[config.mk]
export PLATFORM = sky130hd
export DESIGN_NAME = button_press_classifier
export DESIGN_NICKNAME = d
export VERILOG_FILES = /design/src/rtl/button_press_classifier.sv
export SDC_FILE = /design/constraint.sdc
export NUM_CORES = 1
export LEC_CHECK = 0
export CORE_ASPECT_RATIO = 2
export CORE_MARGIN = 8
export CORE_UTILIZATION = 36
export DETAILED_ROUTE_END_ITERATION = 10
export PLACE_DENSITY_LB_ADDON = 0.08
export SETUP_SLACK_MARGIN = 0.4
export SLEW_MARGIN = 20
export SYNTH_ARGS = -nofsm -noshare
export SYNTH_HDL_FRONTEND = slang
export SYNTH_SLANG_ARGS = --single-unit
export TNS_END_PERCENT = 1
[constraint.sdc]
create_clock -name clk -period 2.1 [get_ports clk]
set_input_delay 0.21 -clock clk [delete_from_list [all_inputs] [get_ports clk]]
set_output_delay 0.21 -clock clk [all_outputs]
set_load 0.005 [all_outputs]
[src/rtl/button_press_classifier.sv]
// Classifies debounced button activity into short, long and double presses.
// Define BUTTON_PRESS_CLASSIFIER_DCLICK_EN to enable double-press detection.
module button_press_classifier #(
    parameter int CLK_FREQ_HZ = 10_000_000,
    parameter int LONG_MS     = 1000,
    parameter int DCLICK_MS   = 300,
    parameter int IS_PULLUP   = 0
) (
    input  logic clk,
    input  logic rst_n,
    input  logic btn_valid,
    input  logic btn_level,
    output logic short_press,
    output logic long_press,
    output logic double_press,
    output logic led,
    output logic busy
);
    localparam logic [31:0] LONG_CYC = 32'(CLK_FREQ_HZ / 1000 * LONG_MS);
    localparam logic [31:0] DCLK_CYC = 32'(CLK_FREQ_HZ / 1000 * DCLICK_MS);
    localparam logic        REL_LVL  = (IS_PULLUP != 0);

`ifdef BUTTON_PRESS_CLASSIFIER_DCLICK_EN
    typedef enum logic [2:0] {
        IDLE, PRESSED, LONG_HELD, WAIT_SECOND, SECOND_PRESSED
    } state_e;
    logic dbl_q, dbl_d;
`else
    typedef enum logic [1:0] {IDLE, PRESSED, LONG_HELD} state_e;
    logic unused_dclk;
    assign unused_dclk = ^DCLK_CYC;
`endif

    state_e      state_q, state_d;
    logic [31:0] timer_q, timer_d;
    logic        short_q, short_d;
    logic        long_q, long_d;
    logic        led_q, led_d;
    logic        press_ev, rel_ev;

    assign press_ev = btn_valid && (btn_level != REL_LVL);
    assign rel_ev   = btn_valid && (btn_level == REL_LVL);

    always_ff @(posedge clk or negedge rst_n) begin
        if (!rst_n) begin
            state_q <= IDLE;
            timer_q <= '0;
            short_q <= 1'b0;
            long_q  <= 1'b0;
            led_q   <= 1'b0;
`ifdef BUTTON_PRESS_CLASSIFIER_DCLICK_EN
            dbl_q   <= 1'b0;
`endif
        end else begin
            state_q <= state_d;
            timer_q <= timer_d;
            short_q <= short_d;
            long_q  <= long_d;
            led_q   <= led_d;
`ifdef BUTTON_PRESS_CLASSIFIER_DCLICK_EN
            dbl_q   <= dbl_d;
`endif
        end
    end

    always_comb begin
        state_d = state_q;
        timer_d = timer_q;
        case (state_q)
            IDLE: begin
                timer_d = '0;
                if (press_ev) state_d = PRESSED;
            end
            PRESSED: begin
                timer_d = timer_q + 32'd1;
                // Release outranks the long-press timeout on the same cycle
                if (rel_ev) begin
                    timer_d = '0;
`ifdef BUTTON_PRESS_CLASSIFIER_DCLICK_EN
                    state_d = WAIT_SECOND;
`else
                    state_d = IDLE;
`endif
                end else if (timer_q == LONG_CYC - 32'd1) begin
                    state_d = LONG_HELD;
                end
            end
            LONG_HELD: begin
                if (rel_ev) state_d = IDLE;
            end
`ifdef BUTTON_PRESS_CLASSIFIER_DCLICK_EN
            WAIT_SECOND: begin
                timer_d = timer_q + 32'd1;
                if (press_ev) begin
                    state_d = SECOND_PRESSED;
                end else if (timer_q == DCLK_CYC - 32'd1) begin
                    state_d = IDLE;
                    timer_d = '0;
                end
            end
            SECOND_PRESSED: begin
                if (rel_ev) state_d = IDLE;
            end
`endif
            default: begin
                state_d = IDLE;
                timer_d = '0;
            end
        endcase
    end

    always_comb begin
        short_d = 1'b0;
        long_d  = 1'b0;
        if (state_q == PRESSED && !rel_ev && timer_q == LONG_CYC - 32'd1)
            long_d = 1'b1;
`ifdef BUTTON_PRESS_CLASSIFIER_DCLICK_EN
        dbl_d = 1'b0;
        if (state_q == WAIT_SECOND && !press_ev && timer_q == DCLK_CYC - 32'd1)
            short_d = 1'b1;
        if (state_q == SECOND_PRESSED && rel_ev)
            dbl_d = 1'b1;
`else
        if (state_q == PRESSED && rel_ev)
            short_d = 1'b1;
`endif
        led_d = led_q;
        unique case (1'b1)
            long_d:  led_d = 1'b0;
`ifdef BUTTON_PRESS_CLASSIFIER_DCLICK_EN
            dbl_d:   led_d = 1'b1;
`endif
            short_d: led_d = ~led_q;
            default: led_d = led_q;
        endcase
    end

    assign short_press = short_q;
    assign long_press  = long_q;
    assign led         = led_q;
    assign busy        = (state_q != IDLE);
`ifdef BUTTON_PRESS_CLASSIFIER_DCLICK_EN
    assign double_press = dbl_q;
`else
    assign double_press = 1'b0;
`endif

endmodule

# Word-level counts from Yosys, hierarchy flattened
# Index checks and enable logic that the tools add are counted.
[totals]
word_cells = 34
out_inout_bits = 5
ff_bits = 37
[op_classes]
n_reduce_logical = 10
eq_ne = 6
add_sub_neg = 1
n_bitwise = 2
n_mux = 10
[ops]
columns = ["operator", "count"]
rows = [
  ["$pmux 32 s2", 1],
  ["$add 32x1->32 const B", 1],
  ["$eq 32x24->1 const B", 1],
  ["$mux 32", 1],
  ["$mux 2", 4],
  ["$pmux 2 s3", 1],
  ["$logic_and 1x1->1", 5],
  ["$ne 2x2->1 const B", 2],
  ["$reduce_bool 2->1", 2],
  ["$ne 3x3->1 const B", 1],
  ["$reduce_and 3->1", 1],
  ["$eq 2x1->1 const B", 1],
  ["$eq 2x2->1 const B", 1],
  ["$logic_not 2->1", 1],
  ["$mux 1", 2],
  ["$not 1->1", 2],
  ["$pmux 1 s2", 1],
  ["$logic_not 1->1", 1],
]

# Depth between registers and ports, before layout
[logic_depth]
depth_word = 7
mapped_depth = 7
depth_no_buf = 5

# Least setup slack after synthesis
# Ideal clock, no wire load.
[synth_path]
path_kind = "flip-flop to flip-flop"
startpoint = "reg timer_q[0]"
endpoint = "reg timer_q[30]"
path_stages_with_launch = 7
n_path_buf = 1
slack_ns = 0.046
t_arrival_ns = 1.985
required_time_ns = 2.030
cell_sequence = "dfrtp_1 ha_1 nand3_2 or4_1 buf_2 or4b_1 nand3_1"
[synth_between]
elab_chain_len = 3
[synth_lines]
columns = ["element", "line_no", "rtl"]
rows = [
  ["start, declared", "35", "logic [31:0] timer_q, timer_d;"],
  ["start signal, assigned", "56", "timer_q <= timer_d;"],
  ["$add 32x1->32", "75", "timer_d = timer_q + 32'd1;"],
  ["$mux 32", "77", "if (rel_ev) begin"],
  ["$pmux 32 s2", "69", "case (state_q)"],
]
# Every way passes these cells.
# A chain may end at the register's enable or synchronous reset.

# Final worst setup path
[layout_path]
startpoint = "reg timer_q[16]"
endpoint = "reg state_q[1]"
[layout_between]
elab_chain_len = 3
[layout_lines]
columns = ["element", "line_no", "rtl"]
rows = [
  ["$eq 32x24->1", "84", "end else if (timer_q == LONG_CYC - 32'd1) begin"],
  ["$ne 3x3->1 (no line)", "-", ""],
  ["$reduce_and 3->1 (no line)", "-", ""],
  ["end signal, assigned", "55", "state_q <= state_d;"],
  ["end, declared", "34", "state_e state_q, state_d;"],
]
# Every way passes these cells.

==> out/metrics.cfg <==
[routing]
drt-initial-drc-count = 139
met1_length_um = 2660
wl_met2_um = 3040
antenna_left = 0
met3WireLength_um = 275
detail_route.vias_per_cell = 6.06
drt-total-wl_um = 6160
route.vias.total = 2072
wl_per_cell_um = 18.0
total_iterations_of_the_first_detailed_routing_run = 4
highest-signal-layer = met4
remaining_drc_errors = 0

[final_layout]
multi_input_comb_area_um2 = 1200
register_area_um2 = 931
design_area_um2 = 2720
nets = 283
layout.cells.most_common = sky130_fd_sc_hd__buf_4
synthToLayoutAreaGrowth_pct = 26.2
nFillCells = 599
insertedDiodeCount = 0
layout.cells.most_common_list = sky130_fd_sc_hd__buf_4 (38), sky130_fd_sc_hd__dfrtp_1 (33), sky130_fd_sc_hd__nand2_1 (23), sky130_fd_sc_hd__nand3_1 (19), sky130_fd_sc_hd__o21ai_0 (17)
drive_above_1_share_pct = 23.7

[yosys]
mappedNetlistArea_um2 = 2150
main_combinational_cell_family_by_area_after_synthesis = simple AND/OR/NAND/NOR gates
ys_ff_latch = 37
synth.mux.area_fraction_pct = 0.465
mean_area_per_synthesized_cell_um2 = 8.90
synth_area_leader_cell = sky130_fd_sc_hd__dfrtp_1
yosys_warnings = 0
post_synthesis_share_of_cell_area_spent_on_full_adders_half_adders_and_majority_gates_pct = 0.581
synthTopCellsByArea = sky130_fd_sc_hd__dfrtp_1 (43%), sky130_fd_sc_hd__nand3_1 (4.4%), sky130_fd_sc_hd__nand2_1 (4.0%), sky130_fd_sc_hd__o21ai_0 (3.9%), sky130_fd_sc_hd__o311ai_0 (3.7%)
synth_async_sr_flop_share_pct = 100
synth_xor_area_share_pct = 0
share_of_the_synthesized_area_in_compound_gates_ao_oa_aoi_oai_pct = 21.3
yosysUniqueCellTypes = 47
ys.flop_type = sky130_fd_sc_hd__dfrtp_1
synth_nets = 247
synth-edff-count = 0
synth_seq_area_share_pct = 43.0
synth_simple_gate_area_share_pct = 30.3
syn_inst = 242
synth_top_cell_area_share_pct = 43.0

[timing]
layout_setup_ws_ns = 0.131
timing_max_transition_violations_final = 0
fin_crit_sh_pct = 93.8
maxSlewHeadroom_pct = 30.8
unrepaired_setup_endpoints_after_global_routing = true
final.setup_skew_ns = 0.00672
worstMarginPinSlew_ns = 1.04
hold_viol_final = 0
setup-violations-final = 0
fmaxAchievable_mhz = 508
timing.final.crit_period_ns = 1.97

[floorplan]
die_w_um = 70.7
core_region_area_um2 = 5910
die_area_um2 = 8870
floorplan.initialDensity_pct = 36.5
placement_rows = 40
pin_count = 9
dieHeight_um = 125

[place]
detailed_place_hpwl_um = 4240
placement.setup.worst_slack_ns = -0.0356
globalplace.congestion = 0.784
port_buffers = 7
placed_cell_area_um2 = 2440

[power]
power-per-cell-area_nw_per_um2 = 606
sw_frac_of_total_pct = 23.7
power_frac_comb_pct = 10.5
leakage_uw = 0.00109
cell_internal_pwr_uw = 1260
ir_drop_mv = 0.449
power.sequential.fraction_pct = 46.4
power.switching_uw = 391
p_clk_share_pct = 43.0

[global_routing]
via_count_of_the_first_global_routing_pass = 1985
initial_antenna_violation_count = 0
globalRouteTotalUtil_pct = 14.5
globalRoute.totalOverflow = 0
pin_count_of_the_biggest_net_entering_global_routing = 38
global_route_wire_length_before_repair_um = 10100

[cts]
cts.sink_count = 37
cts_made_buffers = 5
cts.hold.buffers_added = 0
clkTransAtPathRegs_ns = 0.05
clk_path_buf_depth = 2
worst_skew_pair.late_latency_ns = 0.28
htree_levels = 2
clock_tree.root_cell = sky130_fd_sc_hd__clkbuf_16
cts_tree = yes

[setup_path]
critical_path.max_stage_delay_ns = 0.51
crit_path_frequent_cell = sky130_fd_sc_hd__or4_4
worstPathArrival_ns = 2.18
path_cells = or4_1 -> or4_4 -> or4_4 -> a21oi_2
worstSetupEndpointType = register
criticalPathCategory = register to register
crit_slowest_cell = sky130_fd_sc_hd__or4_1
timing.critical_path.required_ns = 2.31
startpoint_type = register
worst-path-max-fanout = 3

[worst_hold_path]
min-delay-path-class = primary input to asynchronous set/reset pin

[status]
outcome = completed

[job]
max-cap-violations = 0

## logic make-up (layout without fill, tap and decap cells)
| kind of cell | after synthesis | in the layout |
|---|---|---|
| buffers and inverters | 22 | 58 |
| AND/OR/NAND/NOR | 113 | 114 |
| multiplexers | 1 | 1 |
| adder cells (fa/ha/maj) | 1 | 1 |
| flip-flops | 37 | 37 |
| other | 1 | 1 |
| AO/OA/AOI/OAI | 67 | 67 |
## final timing paths
path	cells after the start	to	from	slack (ns)
setup / recovery	4	state_q[1]	timer_q[16]	0.13
hold / removal	1	short_press	rst_n	0.04
setup reg to reg	4	state_q[1]	timer_q[16]	0.13
hold reg to reg	1	state_q[0]	state_q[1]	0.51
max in group asynchronous	1	timer_q[11]	rst_n	1.47
min in group clk	1	state_q[0]	state_q[1]	0.51
## through the flow
stage / total power [uW] / setup TNS [ns] / cells / util (%) / hold slack [ns]
global placement: 941 / -0.0452 / 321 / 41.4 / 0.381
global route: 1730 / 0 / 342 / 46.0 / 0.114
CTS: 1680 / 0 / 332 / 44.4 / 0.0742
finish: 1650 / 0 / 342 / 46.0 / 0.0424
detailed placement: 943 / -0.0356 / 321 / 41.4 / 0.377
floorplan: 864 / 0 / 242 / - / -0.0856
## flip-flops by register name (all words and copies together), names as in the netlist
name	cells
timer_q	32
state_q	2
short_press	1
led	1
long_press	1
## synthesized netlist by cell type, types with 2 or more instances
master,count
sky130_fd_sc_hd__nor3_1,8
sky130_fd_sc_hd__o211ai_1,4
sky130_fd_sc_hd__a41oi_1,2
sky130_fd_sc_hd__a21oi_1,10
sky130_fd_sc_hd__nand4_1,7
sky130_fd_sc_hd__o21ai_0,17
sky130_fd_sc_hd__and4_1,5
sky130_fd_sc_hd__and3_1,3
sky130_fd_sc_hd__or3_1,3
sky130_fd_sc_hd__or2_2,3
sky130_fd_sc_hd__nand2b_1,5
sky130_fd_sc_hd__o311ai_0,9
sky130_fd_sc_hd__dfrtp_1,37
sky130_fd_sc_hd__nor2_1,7
sky130_fd_sc_hd__a31o_2,2
sky130_fd_sc_hd__o31ai_1,3
sky130_fd_sc_hd__nor4b_1,2
sky130_fd_sc_hd__nor4_1,8
sky130_fd_sc_hd__a2bb2oi_1,2
sky130_fd_sc_hd__nor2b_1,3
sky130_fd_sc_hd__o41ai_1,3
sky130_fd_sc_hd__nand2_1,23
sky130_fd_sc_hd__and2_1,2
sky130_fd_sc_hd__o21a_1,2
sky130_fd_sc_hd__buf_2,4
sky130_fd_sc_hd__a21o_1,2
sky130_fd_sc_hd__inv_1,5
sky130_fd_sc_hd__or4_1,7
sky130_fd_sc_hd__a31oi_1,5
sky130_fd_sc_hd__a22o_1,3
sky130_fd_sc_hd__nand3_1,19
sky130_fd_sc_hd__clkbuf_1,12
## power groups by stage
stage	sequential (uW)	clock, uW	combinational [uW]
5_1_grt	767	769	197
6_report	765	709	174
4_1_cts	763	747	174
2_1_floorplan	772	0	91.6
3_3_place_gp	775	0	167
3_5_place_dp	776	0	167
## routing by layer
layer / track usage (%) / vias up
met1: 17.0 / 1002
li1: - / 1015
met4: 8.03 / 0
met2: 23.5 / 44
met3: 3.44 / 11
met5: 0 / -
## worst max-delay path, delay by kind of cell (launching register included)
family / cells / cell delay, ns
and+or+nand+nor: 3 / 1.40
DFF: 1 / 0.39
AOI/OAI and AO/OA: 1 / 0.12
## cell type report
class	count	area share [%]
clock buffers	8	5.02
inverters	5	0.690
multi-input cells	184	44.3
flip-flops and latches	37	34.2
well taps	63	2.90
repair buffers	45	12.9
## repair_timing
item / CTS / global route
resized for setup: 6 / 8
pin swaps: 1 / 3
endpoints found under the hold margin: 0 / 0
cloned: 0 / 1
setup buffers: 3 / 9
setup endpoints to repair: 21 / 34
No activity file was read; power rests on OpenSTA's default activity.
